**src/rtl/layer_exec_responder.sv**
```systemverilog
// rtl/layer_exec_responder.sv - layer-side tile walker for the start_layer/done_layer handshake
// Latches one layer's config, then launches filter-group/row/column tiles one at a time.
module layer_exec_responder #(
    parameter  int SYSTOLIC_SIZE = 16,
    parameter  int OFM_RAM_SIZE  = 2378675,
    localparam int ADDR_W        = $clog2(OFM_RAM_SIZE)
) (
    input  logic              clk,
    input  logic              rst,
    input  logic              start,
    input  logic [3:0]        count_layer,
    input  logic [8:0]        ifm_size,
    input  logic [10:0]       ifm_channel,
    input  logic [1:0]        kernel_size,
    input  logic [10:0]       num_filter,
    input  logic              maxpool_mode,
    input  logic [1:0]        maxpool_stride,
    input  logic              upsample_mode,
    input  logic [ADDR_W-1:0] start_read_addr,
    input  logic [ADDR_W-1:0] start_write_addr,
    output logic              busy,
    output logic              done,
    output logic              tile_start,
    input  logic              tile_done,
    output logic [6:0]        tile_filter_idx,
    output logic [4:0]        tile_row_idx,
    output logic [4:0]        tile_col_idx,
    output logic [ADDR_W-1:0] tile_rd_addr,
    output logic [ADDR_W-1:0] tile_wr_addr,
    output logic [3:0]        cfg_count_layer,
    output logic [8:0]        cfg_ifm_size,
    output logic [10:0]       cfg_ifm_channel,
    output logic [1:0]        cfg_kernel_size,
    output logic [10:0]       cfg_num_filter,
    output logic              cfg_maxpool_mode,
    output logic [1:0]        cfg_maxpool_stride,
    output logic              cfg_upsample_mode
);

    typedef enum logic [2:0] {
        S_IDLE,
        S_LATCH,
        S_ISSUE,
        S_WAIT,
        S_ADV,
        S_FIN
    } state_t;

    state_t            state_q;
    logic              busy_q;
    logic              done_q;
    logic              tile_start_q;
    logic [6:0]        flt_q;
    logic [4:0]        row_q;
    logic [4:0]        col_q;
    logic [ADDR_W-1:0] rd_addr_q;
    logic [ADDR_W-1:0] wr_addr_q;
    logic [ADDR_W-1:0] rd_row_q;
    logic [ADDR_W-1:0] wr_row_q;
    logic [ADDR_W-1:0] wr_flt_q;
    logic [ADDR_W-1:0] rd_base_q;
    logic [ADDR_W-1:0] wr_base_q;
    logic [ADDR_W-1:0] row_stride_q;
    logic [ADDR_W-1:0] flt_stride_q;
    logic [5:0]        nt_q;
    logic [7:0]        nf_q;

    logic [3:0]        cfg_count_layer_q;
    logic [8:0]        cfg_ifm_size_q;
    logic [10:0]       cfg_ifm_channel_q;
    logic [1:0]        cfg_kernel_size_q;
    logic [10:0]       cfg_num_filter_q;
    logic              cfg_maxpool_mode_q;
    logic [1:0]        cfg_maxpool_stride_q;
    logic              cfg_upsample_mode_q;

    logic [5:0]        nt_d;
    logic [7:0]        nf_d;
    logic [ADDR_W-1:0] row_stride_d;
    logic [ADDR_W-1:0] flt_stride_d;
    logic [ADDR_W-1:0] col_step;
    logic              col_last;
    logic              row_last;
    logic              flt_last;
    logic              walk_end;

    // Tile counts and strides derive from the already-latched config, so they are stable in LATCH.
    assign nt_d         = 6'((32'(cfg_ifm_size_q) + 32'(SYSTOLIC_SIZE) - 32'd1) / 32'(SYSTOLIC_SIZE));
    assign nf_d         = 8'((32'(cfg_num_filter_q) + 32'(SYSTOLIC_SIZE) - 32'd1) / 32'(SYSTOLIC_SIZE));
    assign row_stride_d = ADDR_W'(32'(cfg_ifm_size_q) * 32'(SYSTOLIC_SIZE));
    assign flt_stride_d = ADDR_W'(32'(cfg_ifm_size_q) * 32'(cfg_ifm_size_q) * 32'(SYSTOLIC_SIZE));
    assign col_step     = ADDR_W'(SYSTOLIC_SIZE);

    assign col_last = ({1'b0, col_q} + 6'd1) >= nt_q;
    assign row_last = ({1'b0, row_q} + 6'd1) >= nt_q;
    assign flt_last = ({1'b0, flt_q} + 8'd1) >= nf_q;
    assign walk_end = (nt_q == 6'd0) || (nf_q == 8'd0) || (col_last && row_last && flt_last);

    always_ff @(posedge clk or posedge rst) begin
        if (rst) begin
            state_q              <= S_IDLE;
            busy_q               <= 1'b0;
            done_q               <= 1'b0;
            tile_start_q         <= 1'b0;
            flt_q                <= '0;
            row_q                <= '0;
            col_q                <= '0;
            rd_addr_q            <= '0;
            wr_addr_q            <= '0;
            rd_row_q             <= '0;
            wr_row_q             <= '0;
            wr_flt_q             <= '0;
            rd_base_q            <= '0;
            wr_base_q            <= '0;
            row_stride_q         <= '0;
            flt_stride_q         <= '0;
            nt_q                 <= '0;
            nf_q                 <= '0;
            cfg_count_layer_q    <= '0;
            cfg_ifm_size_q       <= '0;
            cfg_ifm_channel_q    <= '0;
            cfg_kernel_size_q    <= '0;
            cfg_num_filter_q     <= '0;
            cfg_maxpool_mode_q   <= 1'b0;
            cfg_maxpool_stride_q <= '0;
            cfg_upsample_mode_q  <= 1'b0;
        end else begin
            case (state_q)
                S_IDLE: begin
                    if (start) begin
                        cfg_count_layer_q    <= count_layer;
                        cfg_ifm_size_q       <= ifm_size;
                        cfg_ifm_channel_q    <= ifm_channel;
                        cfg_kernel_size_q    <= kernel_size;
                        cfg_num_filter_q     <= num_filter;
                        cfg_maxpool_mode_q   <= maxpool_mode;
                        cfg_maxpool_stride_q <= maxpool_stride;
                        cfg_upsample_mode_q  <= upsample_mode;
                        rd_base_q            <= start_read_addr;
                        wr_base_q            <= start_write_addr;
                        busy_q               <= 1'b1;
                        state_q              <= S_LATCH;
                    end
                end
                S_LATCH: begin
                    nt_q         <= nt_d;
                    nf_q         <= nf_d;
                    row_stride_q <= row_stride_d;
                    flt_stride_q <= flt_stride_d;
                    flt_q        <= '0;
                    row_q        <= '0;
                    col_q        <= '0;
                    rd_addr_q    <= rd_base_q;
                    wr_addr_q    <= wr_base_q;
                    rd_row_q     <= rd_base_q;
                    wr_row_q     <= wr_base_q;
                    wr_flt_q     <= wr_base_q;
                    // An empty layer retires through ADV, which sees the zero count and heads to FIN.
                    if (nt_d == 6'd0 || nf_d == 8'd0) begin
                        state_q <= S_ADV;
                    end else begin
                        tile_start_q <= 1'b1;
                        state_q      <= S_ISSUE;
                    end
                end
                S_ISSUE: begin
                    tile_start_q <= 1'b0;
                    state_q      <= S_WAIT;
                end
                S_WAIT: begin
                    if (tile_done) begin
                        state_q <= S_ADV;
                    end
                end
                S_ADV: begin
                    if (walk_end) begin
                        done_q  <= 1'b1;
                        state_q <= S_FIN;
                    end else begin
                        tile_start_q <= 1'b1;
                        state_q      <= S_ISSUE;
                        if (!col_last) begin
                            col_q     <= col_q + 5'd1;
                            rd_addr_q <= rd_addr_q + col_step;
                            wr_addr_q <= wr_addr_q + col_step;
                        end else if (!row_last) begin
                            col_q     <= '0;
                            row_q     <= row_q + 5'd1;
                            rd_row_q  <= rd_row_q + row_stride_q;
                            wr_row_q  <= wr_row_q + row_stride_q;
                            rd_addr_q <= rd_row_q + row_stride_q;
                            wr_addr_q <= wr_row_q + row_stride_q;
                        end else begin
                            col_q     <= '0;
                            row_q     <= '0;
                            flt_q     <= flt_q + 7'd1;
                            rd_row_q  <= rd_base_q;
                            rd_addr_q <= rd_base_q;
                            wr_flt_q  <= wr_flt_q + flt_stride_q;
                            wr_row_q  <= wr_flt_q + flt_stride_q;
                            wr_addr_q <= wr_flt_q + flt_stride_q;
                        end
                    end
                end
                S_FIN: begin
                    done_q  <= 1'b0;
                    busy_q  <= 1'b0;
                    state_q <= S_IDLE;
                end
                default: begin
                    state_q <= S_IDLE;
                end
            endcase
        end
    end

    assign busy               = busy_q;
    assign done               = done_q;
    assign tile_start         = tile_start_q;
    assign tile_filter_idx    = flt_q;
    assign tile_row_idx       = row_q;
    assign tile_col_idx       = col_q;
    assign tile_rd_addr       = rd_addr_q;
    assign tile_wr_addr       = wr_addr_q;
    assign cfg_count_layer    = cfg_count_layer_q;
    assign cfg_ifm_size       = cfg_ifm_size_q;
    assign cfg_ifm_channel    = cfg_ifm_channel_q;
    assign cfg_kernel_size    = cfg_kernel_size_q;
    assign cfg_num_filter     = cfg_num_filter_q;
    assign cfg_maxpool_mode   = cfg_maxpool_mode_q;
    assign cfg_maxpool_stride = cfg_maxpool_stride_q;
    assign cfg_upsample_mode  = cfg_upsample_mode_q;

endmodule
```
**config.mk**
```make
export PLATFORM = sky130hd
export DESIGN_NAME = layer_exec_responder
export DESIGN_NICKNAME = d
export VERILOG_FILES = /design/src/rtl/layer_exec_responder.sv
export SDC_FILE = /design/constraint.sdc
export NUM_CORES = 1
export LEC_CHECK = 0
export CELL_PAD_IN_SITES_DETAIL_PLACEMENT = 1
export CELL_PAD_IN_SITES_GLOBAL_PLACEMENT = 1
export CORE_UTILIZATION = 44
export DETAILED_ROUTE_END_ITERATION = 10
export GPL_TIMING_DRIVEN = 0
export PLACE_DENSITY = 0.82
export SLEW_MARGIN = 0
export SYNTH_ARGS = -nofsm -noshare
export SYNTH_HDL_FRONTEND = slang
export SYNTH_SLANG_ARGS = --single-unit
```
**constraint.sdc**
```tcl
create_clock -name clk -period 9.4 [get_ports clk]
set_input_delay 1.41 -clock clk [delete_from_list [all_inputs] [get_ports clk]]
set_output_delay 1.41 -clock clk [all_outputs]
set_load 0.01 [all_outputs]
```
==> results of run 1 <==
## through the flow
stage                     area [sq um]  setup slack [ps]
after floorplan                  16180             919.9
after global placement           18690             -2672
after global routing             19850              3579
after CTS                        19850              3885
final                            19850              3898
after detailed placement         18760              3992
## metal layers
| metal | vias up | GRT usage [%] |
|---|---|---|
| li1 | 6604 | - |
| met1 | 7408 | 38.01 |
| met5 | - | 0 |
| met3 | 151 | 7.027 |
| met2 | 534 | 54.73 |
| met4 | 0 | 14.55 |
## area by class of cell
cell class	instances	area share [%]
Buffer	83	1.733
Clock buffer	48	5.011
Clock inverter	9	0.5105
Inverter	113	2.174
Multi-Input combinational cell	1315	45.26
Sequential cell	257	32.40
Tap cell	461	2.906
Timing Repair Buffer	195	10.01
## registers in the layout, indices dropped and copies added, names as in the netlist, 4 cells and up
register / cells
nt_q: 6
wr_flt_q: 22
flt_stride_q: 17
row_stride_q: 8
tile_rd_addr: 22
nf_q: 8
tile_wr_addr: 22
wr_row_q: 22
rd_row_q: 22
tile_filter_idx: 7
cfg_ifm_size: 9
cfg_num_filter: 11
tile_row_idx: 5
wr_base_q: 22
tile_col_idx: 5
rd_base_q: 22
cfg_count_layer: 4
cfg_ifm_channel: 11
## cell families (layout without fill, tap and decap cells)
| logic type | count (synthesis) | after routing | share of synthesized area [%] |
|---|---|---|---|
| fa+ha+maj | 130 | 130 | 11.67 |
| simple gates | 583 | 583 | 15.94 |
| compound gates | 409 | 409 | 16.13 |
| buf+inv | 196 | 448 | 4.747 |
| xor+xnor | 104 | 104 | 5.628 |
| mux | 89 | 89 | 6.138 |
| flops | 257 | 257 | 39.74 |
## worst min-delay path, stage by stage (launching register included)
cell,delay (ps)
dfrtp_1,340
nand2_1,50
nand2_1,50
## layout by cell type, fill, tap and decap left out, drive strengths merged, types with 4 or more instances in the layout
cell | netlist | final
a211oi | 9 | 9
a21boi | 6 | 6
a21o | 15 | 15
a21oi | 102 | 102
a22oi | 9 | 9
a31oi | 28 | 28
and2 | 22 | 22
and3 | 12 | 12
buf | 20 | 22
clkbuf | 63 | 111
clkdlybuf4s50 | 0 | 193
clkinv | 0 | 5
dfrtp | 257 | 257
fa | 35 | 35
ha | 95 | 95
inv | 113 | 114
mux2 | 82 | 82
mux2i | 7 | 7
nand2 | 287 | 287
nand2b | 13 | 13
nand3 | 63 | 63
nand3b | 5 | 5
nand4 | 14 | 14
nor2 | 112 | 112
nor2b | 9 | 9
nor3 | 24 | 24
nor4 | 5 | 5
o211ai | 27 | 27
o21a | 17 | 17
o21ai | 129 | 129
o22a | 4 | 4
o22ai | 10 | 10
o31ai | 10 | 10
or4 | 6 | 6
xnor2 | 58 | 58
xor2 | 46 | 46
## worst max path at each step
stage / from / to / cells past startpoint / slack, ps
2_1_floorplan: rst / busy / 1 / 920
3_3_place_gp: rst / wr_base_q[14] / 2 / -2670
3_5_place_dp: cfg_ifm_size[2] / flt_stride_q[17] / 19 / 3990
4_1_cts: cfg_ifm_size[2] / flt_stride_q[17] / 19 / 3890
5_1_grt: cfg_ifm_size[6] / flt_stride_q[18] / 19 / 3580
6_report: cfg_ifm_size[2] / flt_stride_q[17] / 19 / 3900
==> metrics.txt, run 1 <==
DR pass1 iterations=5; CTS tree=done; Hold Path Cell Cnt=2; most frequent cell after synthesis=nand2_1; Slowest-stage cell, CP=fa_1; Post-synth EDFFs=0; Slew HR=32.52%; Final Hold Fails=0; post-synthesis async set-or-reset flop share=100.0%; Detail Route met2 WL=approximately 28 mm; reg2reg start=cfg_ifm_size[2]; first-pass GRT wire length=92.34 mm; WS Path Type=reg -> reg; Hold WS=between 400 and 500 ps; setup_tns=0 ps; clock sinks=257; Crit Path Max Fanout=10; HP Start=rd_row_q[1]; Final Setup Violations=0; via count=14700; final core occ=between 50% and 60%; DRT antenna net count=0; total inserted antenna cells=0; multi-input logic area=approximately 9000 sq um; flops & latches, synth=257; maxcap violations=0; status=finished, final reports clean; Seq. cell area=6431 sq um; Tmin final=around 5500 ps; root buf cell=clkbuf_16; Detailed Route WL=58.74 mm; clk buf depth=3; initial antenna violation count=0; RSZ-0062 raised after global routing=no; Netlist cell types=76; core area=35910 sq um; global route overflow=0; Synth area leader=dfrtp_1; Resize count post-CTS=0; Final HPWL DP=43.57 mm; Final Wtd Congestion=0.9817; Buffers on Ports=approximately 190; Syn Area/Cell=9.154 sq um; top_reg_cell synth=dfrtp_1; met3 routed WL=4.101 mm; final net count=2218; drc violations=0; effective utilization at floorplan=45.06%; Setup crit end kind=register; hold path endpoint=rd_row_q[1]; vias in the first global route=16020; Synth Cell Area=16180 sq um; Final Skew=29.12 ps; r2r setup slk=3900 ps; Area Overhead vs Synth=22.66%; share of layout cells above drive strength 1=8.614%; DR vias/cell=5.924; total die area=37550 sq um; Worst-Margin Slew=1012 ps; # Post-CTS Setup Buffers=0; Period Utilization, post-route=58.53%; die boundary width=193.8 um; die outline height=193.8 um; GRT Util Overall=a little under a third; RR Endpoint=flt_stride_q[17]; delay-heaviest family, CP=adder cells; Synth area leaders=dfrtp_1, ha_1, nand2_1, mux2_2, fa_1; reg2reg path depth=19; fill count=approximately 4000; WL met1=23.59 mm; clk slew on worst S/H paths=~60 ps; total placed cells including tap cells=2424; Clk Latency, worst-skew pair=560 ps; DR iter-0 viols=952; Min-Delay Path Class=reg -> reg; WP data arrival=between 5000 and 6000 ps; Site Rows=69; Boundary Pins=194; largest net degree at the start of global routing=96; fin cells=2481; WL/cell=roughly 24 um; Synth Net Count=approximately 2000; register area share after synthesis=39.74%; H-tree levels=2; post-synthesis cell count=about 1800; Post-synth top cells=nand2_1, dfrtp_1, inv_1; area share of the largest cell type after synthesis=39.74%; Slew Limit Fails=0; crit path cell chain=clkbuf_1 -> inv_1 -> nor2_1 -> fa_1 -> fa_1 -> ha_1 -> inv_1 -> fa_1 -> inv_1 -> ha_1 -> a21o_1 -> a21oi_1 -> o21ai_0 -> a21oi_1 -> o21ai_0 -> a21o_1 -> a21oi_1 -> xor2_1 -> o21ai_0; FMAX=181.8 MHz; Critical Path Source Type=register; cts hold-fix bufs=0; Top Metal Used=met4; Syn. warnings=0; Num CTS Buffers=34; Critical path buffers and inverters=4; slowest cell delay on critical path=just over 600 ps; CP required=between 9000 and 10000 ps
Power of run 1 is not shown: default switching activity piles up to over one toggle a cycle in this logic, so the estimate is an artifact.
==> run 2, diff against run 1 <==
- clock period: 9.4 -> 5.24 ns (I/O delays scaled with it)
==> metrics.txt, run 2 (synthesis results as in run 1) <==
Site Rows=69; Setup crit end kind=register; Detailed Route WL=58.00 mm; Slew Limit Fails=0; Period Utilization, post-route=94.61%; H-tree levels=1; first-pass GRT wire length=90.91 mm; DR pass1 iterations=5; total inserted antenna cells=0; root buf cell=clkbuf_16; fill count=4108; Final Skew=about 30 ps; DRT antenna net count=0; total die area=37550 sq um; Area Overhead vs Synth=22.88%; Final Wtd Congestion=0.9696; Clk Latency, worst-skew pair=590 ps; Worst-Margin Slew=1043 ps; core area=around 36000 sq um; multi-input logic area=9002 sq um; Boundary Pins=194; FMAX=around 200 MHz; Seq. cell area=approximately 6400 sq um; Min-Delay Path Class=reg -> reg; Final Setup Violations=0; RSZ-0062 raised after global routing=yes; clk buf depth=3; setup_tns=0 ps; clk slew on worst S/H paths=60 ps; WS Path Type=reg -> reg; GRT Util Overall=31.00%; PnR worst setup slack=282.4 ps; Critical Path Source Type=register; final net count=roughly 2200; share of layout cells above drive strength 1=9.896%; die outline height=193.8 um; design area=19890 sq um; Num CTS Buffers=31; largest net degree at the start of global routing=42; cts hold-fix bufs=0; DR iter-0 viols=approximately 940; initial antenna violation count=0; CTS tree=done; Slew HR=a little under a third; Buffers on Ports=193; drc violations=0; GR Util met3=between 5 and 6%; vias in the first global route=between 15000 and 20000; met2 Usage GRT=53.06%; Final HPWL DP=44.46 mm; maxcap violations=0; WP data arrival=5390 ps; effective utilization at floorplan=45.06%; total placed cells including tap cells=2429; grt peak-use layer=met2; status=finished, final reports clean; die boundary width=193.8 um; clock sinks=257; Post-DP Area=between 15000 and 20000 sq um; GRT met1 Usage=38.38%; commonest non-fill, non-tap cell in the layout=nand2_1; worst slack, placed=-300.8 ps; Final Hold Fails=0; WL/cell=23.37 um; global route overflow=0; Crit Path Max Fanout=10; fin cells=roughly 2500; Tmin final=4958 ps; most frequent cells in the layout=nand2_1, dfrtp_1, clkdlybuf4s50_1; CP required=roughly 5700 ps; DR vias/cell=5.904; via count=14650
-- run 2: final timing paths --
| check | start | end | slack (ps) | cells after the start |
|---|---|---|---|---|
| max | cfg_ifm_size[6] | flt_stride_q[18] | 280 | 19 |
| min | tile_wr_addr[2] | tile_wr_addr[2] | 480 | 2 |
| max reg2reg | cfg_ifm_size[6] | flt_stride_q[18] | 280 | 19 |
| min reg2reg | tile_wr_addr[2] | tile_wr_addr[2] | 480 | 2 |
| max in group asynchronous | rst | wr_row_q[3] | 3510 | 5 |
| min in group asynchronous | rst | cfg_num_filter[5] | 630 | 2 |
-- run 2: worst max-delay path: stages, from the launching register on --
cell and delay [ps]:
dfrtp_2 410, buf_4 210, and2_4 180, inv_1 60, fa_1 610, inv_1 80, fa_1 500, inv_1 50
fa_1 460, fa_1 540, inv_1 40, ha_1 300, o21ai_0 120, a21oi_1 130, o21a_1 220, o21ai_2 170
a21oi_1 110, nor3b_1 230, xor2_1 290, o21ai_0 110
-- run 2: timing repair --
item | in CTS | in global routing
setup buffers | 0 | 3
setup endpoints to repair | 6 | 6
pin swaps | 0 | 3
gates resized for setup | 9 | 17
-- run 2: final cells by class --
type	instances	area share [%]
multi-input combinational	1315	45.27
inverter	113	2.171
timing repair buffer	203	10.53
buffer	79	1.724
tap	461	2.900
clock buffer	41	4.543
sequential	257	32.37
clock inverter	13	0.4908
-- run 2: per-stage QoR --
step	util (%)	hold WS, ps
floorplan	-	438.6
global placement	52.06	449.4
detailed placement	52.45	470.9
CTS	55.25	485.0
global route	55.37	498.1
finish	55.37	482.7
-- run 2: metal layers --
metal  wire length, um  vias up
met5                 0        -
met4              2651        0
met3              3810      143
met2             27950      556
met1             23580     7360
li1                  -     6595
Power of run 2 is left out for the same reason.
==> patch 1: new RTL, settings of run 1 <==
Encoding of `state_t`: now one-hot (6 bits for 6 states).
--- a/src/rtl/layer_exec_responder.sv
+++ b/src/rtl/layer_exec_responder.sv
@@ -37,13 +37,13 @@
     output logic              cfg_upsample_mode
 );
 
-    typedef enum logic [2:0] {
-        S_IDLE,
-        S_LATCH,
-        S_ISSUE,
-        S_WAIT,
-        S_ADV,
-        S_FIN
+    typedef enum logic [5:0] {
+        S_IDLE  = 6'b000001,
+        S_LATCH = 6'b000010,
+        S_ISSUE = 6'b000100,
+        S_WAIT  = 6'b001000,
+        S_ADV   = 6'b010000,
+        S_FIN   = 6'b100000
     } state_t;
 
     state_t            state_q;
Formal check against the unedited RTL: no difference found for any inputs over 4 cycles, from zero or initial values and one cycle with rst high; so few cycles prove little.
==> patch 1 against run 1 <==
Synthesized area increased by 0.32%. Sequential cell count increased by 3. Worst setup slack improved by 210 ps. Highest routed layer unchanged. Die area increased by 0.33%. Wire length decreased by 3.6%. Design area increased by 0.25%.
==> patch 1: results <==
placed_design:
  hpwl_um: 42200
  gp_congestion: 0.985
  dpl.cell_count: 2379
  place_worst_setup_slack_ps: 4060
  io_buffers: 193
  dpl_cell_area_um2: 18800
clocking:
  cts_resized: 0
  insertion_delay_ps: 550
  numCtsBuffers: 34
  htreeDepth: 2
  clockBufferDepth: 3
  postCtsSetupRepairBufs: 0
  clk_pin_slew_ps: 50
  cts_root_buf: "clkbuf_16"
logic_synthesis:
  syn_avg_cell_area_um2: 9.42
  syn_area_um2: 16200
  synth_cell_types: 69
  synthTopCellsByCount: "dfrtp_1 (259), nand2_1 (234), nor2_1 (113)"
  yosys-top-cells-area: "dfrtp_1 (40%), ha_1 (7.3%), mux2_2 (6.0%), nand2_1 (5.4%), fa_1 (4.3%)"
  synth_nets: 1942
  synthArstFlopShare_pct: 100
  synthFlopType: "dfrtp_1"
  synth_warnings: 0
  ys_seq_area_share_pct: 40.1
setup_path:
  cpMaxStageDelayCell: "fa_1"
  critical_path_peak_fanout: 10
  cp_top_family: "adder cells"
  cp_slowest_stage_delay_ps: 610
  crit_end: "flt_stride_q[20]"
  worst_ep_arrival_time_ps: 5690
  r2r_end: "flt_stride_q[20]"
  reg2reg_depth: 18
  reg2reg_from: "cfg_ifm_size[6]"
  crit_start: "cfg_ifm_size[6]"
worst_hold_path:
  hp-start: "flt_stride_q[7]"
  whs_endpoint: "flt_stride_q[7]"
  hp-class: "reg2reg"
finish:
  stdcell_count: 2436
  drive_above_1_share_pct: 9.67
  utilization_pct: 55.4
  fillerInstances: 4083
  nets: 2173
global_routing:
  grt.total_usage_pct: 30.4
  grt_pass1_vias: 15600
  grt_max_degree: 116
  antenna_found_initial: 0
  grt_pass1_wl_um: 89100
detailed_routing:
  drt_iter0_drc: 804
  avgRoutedWirePerCell_um: 23.2
  vias: 14500
  dr.pass1.iters: 5
power_and_ir_drop:
  switching_share_pct: 46.5
  ir_drop_mv: 0.335
run_status:
  status: "complete, no violations"
timing:
  fmax_mhz: 189
  whs_ps: 481
  tightest_slew_ps: 1350
  skew_ps: 31.4
[patch 1: cell count changes after synthesis, sizes merged, moves of 11 or more]
| cell | before | now |
|---|---|---|
| a21o | 15 | 27 |
| a21oi | 102 | 87 |
| and3 | 12 | 26 |
| buf | 20 | 31 |
| clkbuf | 63 | 49 |
| inv | 113 | 96 |
| nand2 | 287 | 235 |
| o211ai | 27 | 15 |
| o21ai | 129 | 114 |
[patch 1: logic make-up after synthesis]
logic type	count (synthesis)	share of synthesized area [%]
fa+ha+maj	130	11.6
simple gates	554	15.7
mux	99	6.77
flops	260	40.1
xor+xnor	97	5.23
compound gates	406	16.1
buf+inv	177	4.45
[patch 1: layer usage]
layer,up-vias,track usage (%),share of wire (%)
met1,7330,36.2,40
met2,504,53.1,49
li1,6496,-,-
met4,0,14.6,4.8
met5,-,0,0
met3,153,5.50,5.6
[patch 1: power by group through the flow]
stage               clock [mW]  combinational [mW]  sequential [mW]
floorplan                    0                3.84             2.04
global placement             0                5.28             2.11
detailed placement           0                5.56             2.14
CTS                       1.33                5.65             2.13
global route              1.37                6.29             2.20
finish                    1.31                5.64             2.15
[patch 1: worst reg2reg max path, stage by stage (launching register included)]
cell and delay, ps:
dfrtp_1 460, clkbuf_1 440, and2_1 270, inv_1 80
fa_1 610, inv_1 80, fa_1 510, inv_1 70
fa_1 490, fa_1 550, inv_1 40, ha_1 330
o21a_1 140, o21ai_0 270, a21oi_1 180, a41oi_1 300
a21oi_1 120, xnor2_1 140, o21ai_0 90
[patch 1: layout make-up]
class                           count  share of cell area (%)
Buffer                             80                    1.80
Multi-Input combinational cell   1286                    45.3
Clock buffer                       48                    5.00
Sequential cell                   260                    32.7
Clock inverter                      9                   0.497
Inverter                           97                    1.87
Timing Repair Buffer              195                    9.98
Tap cell                          461                    2.90
==> patch 2: new RTL, settings of run 1 <==
Made on the original files. `OFM_RAM_SIZE`: 2378675 -> 4757350.
--- a/src/rtl/layer_exec_responder.sv
+++ b/src/rtl/layer_exec_responder.sv
@@ -2,7 +2,7 @@
 // Latches one layer's config, then launches filter-group/row/column tiles one at a time.
 module layer_exec_responder #(
     parameter  int SYSTOLIC_SIZE = 16,
-    parameter  int OFM_RAM_SIZE  = 2378675,
+    parameter  int OFM_RAM_SIZE  = 4757350,
     localparam int ADDR_W        = $clog2(OFM_RAM_SIZE)
 ) (
     input  logic              clk,
Ports: changed (resized start_read_addr, start_write_addr, tile_rd_addr and tile_wr_addr); port bits go from 194 to 198. The function was not compared with the original's and may differ.
==> patch 2 against run 1 <==
Via count increased by 9.3%. Worst setup slack improved by 79 ps. Sequential cell count increased by 7. Design area increased by 4.8%. Synthesized area increased by 6.1%. Wire length increased by 13%. Die area increased by 6.1%. Highest routed layer is now met5.
Power is not shown: default switching activity piles up to over one toggle a cycle in this logic, so the estimate is an artifact.
==> patch 2: results <==
timing:
  tightest_slew_ps: 1180
  fin_crit_sh_pct: 57.7
  skew_ps: 21.2
logic_synthesis:
  muxShareOfSynthArea_pct: 6.67
  synth_xor_area_share_pct: 5.04
  ys_seq_area_share_pct: 38.5
  synth_cell_types: 81
  yosys-top-cells-area: "dfrtp_1 (38%), ha_1 (7.0%), mux2_2 (6.0%), nand2_1 (6.0%), fa_1 (4.1%)"
  synthTopCellsByCount: "nand2_1 (273), dfrtp_1 (264), o21ai_0 (129)"
  synth_nets: 2095
  synth-compound-area-share_pct: 17.8
clocking:
  htreeDepth: 1
  insertion_delay_ps: 610
  numCtsBuffers: 31
finish:
  drive_above_1_share_pct: 9.51
  nets: 2327
  fillerInstances: 4483
placed_design:
  gp_congestion: 0.955
  io_buffers: 197
  place_worst_setup_slack_ps: 3990
global_routing:
  grt_pass1_wl_um: 103000
  grt_pass1_vias: 17400
setup_path:
  cpMaxStageDelayCell: "dfrtp_1"
  cp_slowest_stage_delay_ps: 540
detailed_routing:
  vias: 16100
  drt_wl_total_um: 66600
run_status:
  status: "complete, no violations"
-- patch 2: cell types whose count changed after synthesis, sizes merged, moves of 13 or more --
cell   change
buf       +20
and2      +16
inv       -16
nand3     -14
a21oi     +13
nand2     -13
-- patch 2: how the worst max path moves through the flow --
stage,cells past startpoint,endpoint,slack (ps),startpoint
final,19,flt_stride_q[21],3980,cfg_ifm_size[2]
after global placement,2,tile_col_idx[3],-3020,rst
after detailed placement,19,flt_stride_q[21],3990,cfg_ifm_size[2]
after global routing,19,flt_stride_q[21],3640,cfg_ifm_size[2]
after floorplan,1,busy,720,rst
after CTS,19,flt_stride_q[21],3970,cfg_ifm_size[2]
-- patch 2: per-layer routing --
metal	part of all wire, %	global-route usage, %
met1	41	43.0
met2	47	57.3
met3	7.4	6.19
met4	4.7	15.5
met5	0.021	0
-- patch 2: cell type report --
class / count / share of cell area (%)
Buffer: 101 / 2.22
Clock buffer: 45 / 4.32
Clock inverter: 8 / 0.223
Inverter: 98 / 1.80
Multi-Input combinational cell: 1410 / 46.8
Sequential cell: 264 / 31.8
Tap cell: 518 / 3.12
Timing Repair Buffer: 199 / 9.74
-- patch 2: per-stage QoR --
| stage | TNS, ps | cells | instance area, µm² |
|---|---|---|---|
| after floorplan | 0 | 1873 | 17200 |
| final | 0 | 2643 | 20800 |
| after global routing | 0 | 2643 | 20800 |
| after detailed placement | 0 | 2590 | 19900 |
| after CTS | 0 | 2643 | 20800 |
| after global placement | -791920 | 2588 | 19800 |
-- patch 2: cell families after synthesis --
logic type / after synthesis
adders and majority gates: 131
DFF: 264
xor gates and xnor gates: 98
muxes: 103
buffers and inverters: 199
AOI/OAI and AO/OA: 475
and+or+nand+nor: 603
